File: src/rtl/riscv_pkg.sv
// riscv_pkg: shared widths, constants and the fetch buffer entry type
package riscv_pkg;
  localparam int INSTR_W = 32;
  localparam int XLEN = 32;
  localparam logic [INSTR_W-1:0] NOP_INSTR = 32'h0000_0013;
  localparam logic [XLEN-1:0] PC_STEP = 32'd4;
  typedef struct packed {
    logic [XLEN-1:0] pc;
    logic [INSTR_W-1:0] instr;
  } fetch_entry_t;
endpackage

File: src/rtl/fetch_fifo.sv
// fetch_fifo: pointer/count FIFO with synchronous flush; head read straight from storage
module fetch_fifo #(
  parameter int WIDTH = 64,
  parameter int DEPTH = 2
) (
  input  logic             clk,
  input  logic             rst,
  input  logic             push,
  input  logic             pop,
  input  logic             flush,
  input  logic [WIDTH-1:0] din,
  output logic             full,
  output logic             empty,
  output logic [WIDTH-1:0] head
);
  localparam int AW = $clog2(DEPTH);
  logic [WIDTH-1:0] mem [DEPTH];
  logic [AW-1:0] rd_ptr, wr_ptr;
  logic [AW:0] count;
  assign full = count == (AW+1)'(DEPTH);
  assign empty = count == '0;
  assign head = mem[rd_ptr];
  always_ff @(posedge clk)
    if (push) mem[wr_ptr] <= din;
  always_ff @(posedge clk) begin
    if (rst || flush) begin
      rd_ptr <= '0;
      wr_ptr <= '0;
      count <= '0;
    end else begin
      if (push) wr_ptr <= wr_ptr + AW'(1);
      if (pop) rd_ptr <= rd_ptr + AW'(1);
      count <= count + (AW+1)'(push) - (AW+1)'(pop);
    end
  end
endmodule

File: src/rtl/instr_fetch.sv
// instr_fetch: PC owner feeding a combinational instruction ROM, buffering words toward decode
module instr_fetch
  import riscv_pkg::*;
#(
  parameter logic [XLEN-1:0] RESET_PC = 32'h0000_0000,
  parameter int FIFO_DEPTH = 2
) (
  input  logic               clk,
  input  logic               rst,
  input  logic               fetch_en,
  output logic [XLEN-1:0]    imem_addr,
  input  logic [INSTR_W-1:0] imem_instr,
  input  logic               redirect_valid,
  input  logic [XLEN-1:0]    redirect_pc,
  output logic               out_valid,
  input  logic               out_ready,
  output logic [INSTR_W-1:0] out_instr,
  output logic [XLEN-1:0]    out_pc
);
  logic [XLEN-1:0] pc;
  logic full, empty, pop, push;
  fetch_entry_t entry_in, head;
  assign pop = out_valid & out_ready;
  assign push = fetch_en & ~redirect_valid & (~full | pop);
  assign entry_in = '{pc: pc, instr: imem_instr};
  assign imem_addr = pc;
  assign out_valid = ~empty;
  assign out_instr = empty ? NOP_INSTR : head.instr;
  assign out_pc = empty ? '0 : head.pc;
  fetch_fifo #(.WIDTH($bits(fetch_entry_t)), .DEPTH(FIFO_DEPTH)) u_fifo (
    .clk(clk),
    .rst(rst),
    .push(push),
    .pop(pop),
    .flush(redirect_valid),
    .din(entry_in),
    .full(full),
    .empty(empty),
    .head(head)
  );
  always_ff @(posedge clk)
    if (rst) pc <= RESET_PC;
    else if (redirect_valid) pc <= {redirect_pc[XLEN-1:2], 2'b00};
    else if (push) pc <= pc + PC_STEP;
endmodule
File: config.mk
export PLATFORM = sky130hd
export DESIGN_NAME = instr_fetch
export DESIGN_NICKNAME = d
export VERILOG_FILES = /design/src/rtl/riscv_pkg.sv /design/src/rtl/fetch_fifo.sv /design/src/rtl/instr_fetch.sv
export SDC_FILE = /design/constraint.sdc
export NUM_CORES = 1
export LEC_CHECK = 0
export CAP_MARGIN = 20
export CORE_UTILIZATION = 41
export CTS_CLUSTER_SIZE = 40
export DETAILED_ROUTE_END_ITERATION = 10
export MAX_ROUTING_LAYER = met4
export PLACE_DENSITY = 0.72
export SETUP_SLACK_MARGIN = 0.3
export SLEW_MARGIN = 20
export SYNTH_ARGS = -nofsm -noshare
export SYNTH_HDL_FRONTEND = slang
export SYNTH_SLANG_ARGS = --single-unit
File: constraint.sdc
create_clock -name clk -period 7.99 [get_ports clk]
set_input_delay 0.799 -clock clk [delete_from_list [all_inputs] [get_ports clk]]
set_output_delay 0.799 -clock clk [all_outputs]
set_load 0.01 [all_outputs]
==> results.toml <==
[outcome]
status = "complete, no violations"

[cts]
cts_root_buffer = "clkbuf_16"
numCtsBuffers = 17
cts_max_path_buffers = 2
clkTransAtPathRegs_ns = 0.06
htree_levels = 4
cts_resized = 0
clk_latency_ns = 0.41
post_cts_buffers = 0
postCtsHoldBufs = 0
cts_tree = "done"
clock_sinks = 159

[logic_synthesis]
synthArstFlopShare = 0
ys_warn_count = 0
synth_ff_type = "edfxtp_1"
avgSynthCellArea_sq_um = 13.1
yosysSeqAreaShare = 0.665
synth-edff-count = 124
synth_cell_type_count = 39
synth_seq_cells = 159
syn_area_sq_um = 6650
synth_cells = 509

[global_route]
grt_pass1_vias = 4475
grt_max_degree = 63
track_usage = 0.190
antenna_found_initial = 1
grt_overflow = 0
grt_pass1_wl_um = 23100

[worst_setup_path]
cp-start-kind = "input port"
rr_startpoint = "u_fifo.count[1]$_SDFF_PP0_"
crit_arrival_ns = 3.35
critPathCaptureType = "register"
rrSetupSlack_ns = 5.44
critPathKind = "input port to register"
cp_top_family = "buffers and inverters"
worstReg2RegEnd = "u_fifo.count[1]$_SDFF_PP0_"
crit_chain = "clkdlybuf4s50_1 -> inv_2 -> and3_2 -> buf_4"
crit_buf_inv = 3
crit_required_ns = 8.02
crit_end = "u_fifo.mem[1][17]$_DFFE_PP_"
path_depth = 4
max_stage_delay_ns = 0.77
cp_max_fo = 62
cp-startpoint = "redirect_valid"
reg2regPathDepth = 9
cpMaxStageDelayCell = "inv_2"

[detailed_routing]
dr.pass1.iters = 4
drtIter0Drc = 307
drcViolationCount = 0
routed_wire_length_per_instance_um = 16.8
antenna_left = 0
viasPerCell = 4.98
totalWireLength_um = 15100
vias = 4466

[placed_design]
place_congestion = 0.833
io_buffers = 159
dp.cells = 863
hpwl_um = 9850
pre_cts_ws_ns = 4.20

[die]
start_util = 0.419
die_area_sq_um = 16700
fp.dieW_um = 129
die_h_um = 129
rows = 46
core-area_sq_um = 15900
io_pins = 166

[finish]
drive_above_1_share = 0.0706
mostFrequentLayoutCells = "clkdlybuf4s50_1, edfxtp_1, nor2_1"
synthToLayoutAreaGrowth_pct = 36.9
finalNonFillerCells = 897
final_nets = 739
layout_commonest_cell = "clkdlybuf4s50_1"

[sta]
max_freq_ghz = 0.302
tightest_slew_ns = 0.885
min_period_ns = 3.31
setup_viol = 0
slew-limit-headroom = 0.410
hold_viol = 0
post-route-period-util = 0.415
drv_slew = 0
fin_tns_setup_ns = 0
hold_slack_ns = 0.527
worst_slack_ns = 4.68
rsz0062_at_grt = "false"
skew_ns = 0.00859

[power]
pwr-share-seq = 0.480
clockPowerShare = 0.428
p_int_uw = 1570
p_leak_uw = 0.00297
fin_total_pwr_uw = 1990
power_per_cell_area_nw_per_um2 = 218
sw_frac_of_total = 0.209
power_frac_comb = 0.092
vdd_drop_max_v = 0.000145
switchingPower_uw = 415

[flow_run]
maxCapViolations = 0

[worst_hold_path]
hp-class = "register to register"
==> through the flow <==
step	instance area (sq um)	utilization
after detailed placement	8450	0.532
after global placement	8450	0.532
after global routing	9110	0.573
after floorplan	6670	-
final	9110	0.573
after CTS	9080	0.571
==> final cells by class <==
| class | instances | area, sq um |
|---|---|---|
| timing repair buffer | 165 | 1660 |
| clock inverter | 14 | 196 |
| clock buffer | 18 | 429 |
| fill | 1355 | 6780 |
| tap | 216 | 270 |
| sequential | 159 | 4430 |
| inverter | 9 | 33.8 |
| multi-input combinational | 315 | 2090 |
| antenna | 1 | 2.50 |
==> power groups by stage <==
stage	clock, uW	combinational (uW)	sequential [uW]
global placement	0	179	970
floorplan	0	77.7	967
CTS	868	183	955
detailed placement	0	182	972
global route	901	199	956
finish	851	183	953
==> metal layers <==
| layer | part of all wire | global-route usage | vias up |
|---|---|---|---|
| met3 | 0.066 | 0.0434 | 17 |
| li1 | - | - | 2157 |
| met1 | 0.43 | 0.229 | 2137 |
| met2 | 0.49 | 0.312 | 155 |
| met4 | 0.012 | 0.0713 | 0 |
| met5 | 0 | - | - |
==> how the worst min path moves through the flow <==
stage	from	endpoint	cells past startpoint	slack (ns)
floorplan	u_fifo.rd_ptr$_SDFFE_PP0P_	register	2	0.48
global placement	u_fifo.rd_ptr$_SDFFE_PP0P_	register	2	0.50
detailed placement	u_fifo.rd_ptr$_SDFFE_PP0P_	register	2	0.51
CTS	u_fifo.rd_ptr$_SDFFE_PP0P_	register	2	0.52
global route	imem_addr[29]$_SDFFE_PP0P_	u_fifo.mem[0][61]$_DFFE_PP_	0	0.57
finish	u_fifo.rd_ptr$_SDFFE_PP0P_	register	2	0.53
==> Yosys cell counts (all sizes together), types with 2 or more instances <==
| cell | count | share of area |
|---|---|---|
| and2 | 7 | 0.0066 |
| nand2 | 26 | 0.015 |
| nor2 | 91 | 0.051 |
| nand4 | 18 | 0.019 |
| buf | 12 | 0.010 |
| o22ai | 6 | 0.0056 |
| edfxtp | 124 | 0.56 |
| xor2 | 17 | 0.022 |
| dfxtp | 35 | 0.11 |
| or2 | 2 | 0.0019 |
| inv | 9 | 0.0051 |
| and3 | 7 | 0.0066 |
| nor3 | 7 | 0.0077 |
| nand3 | 11 | 0.0083 |
| a211oi | 17 | 0.022 |
| xnor2 | 14 | 0.018 |
| mux2i | 63 | 0.095 |
| a31oi | 3 | 0.0028 |
| ha | 3 | 0.0056 |
| nor4 | 5 | 0.0070 |
| a21oi | 6 | 0.0045 |
| clkbuf | 17 | 0.0096 |
==> kinds of logic (layout without fill, tap and decap cells) <==
kind of cell               count (synthesis)  in the layout  synth area share
buffers and inverters                     38            206            0.0248
xor gates and xnor gates                  31             31            0.0408
muxes                                     63             63            0.0948
DFF                                      159            159             0.665
and+or+nand+nor                          178            178             0.129
AOI/OAI and AO/OA                         36             36            0.0397
other                                      1              5          0.000564
adders and majority gates                  3              3           0.00564
==> worst reg2reg max path, delay by kind of cell, from the launching register on <==
| family | cells | cell delay, ns |
|---|---|---|
| AND/OR/NAND/NOR | 3 | 0.96 |
| adder cells (fa/ha/maj) | 2 | 0.44 |
| flip-flops | 1 | 0.36 |
| buffers and inverters | 2 | 0.35 |
| XOR/XNOR | 2 | 0.33 |
==> flip-flops by register name (all words and copies together), names as in the netlist, named ones only <==
name,flops
u_fifo.wr_ptr,1
u_fifo.count,2
imem_addr,30
u_fifo.rd_ptr,1
u_fifo.mem,124
(Power assumes the default switching activity.)
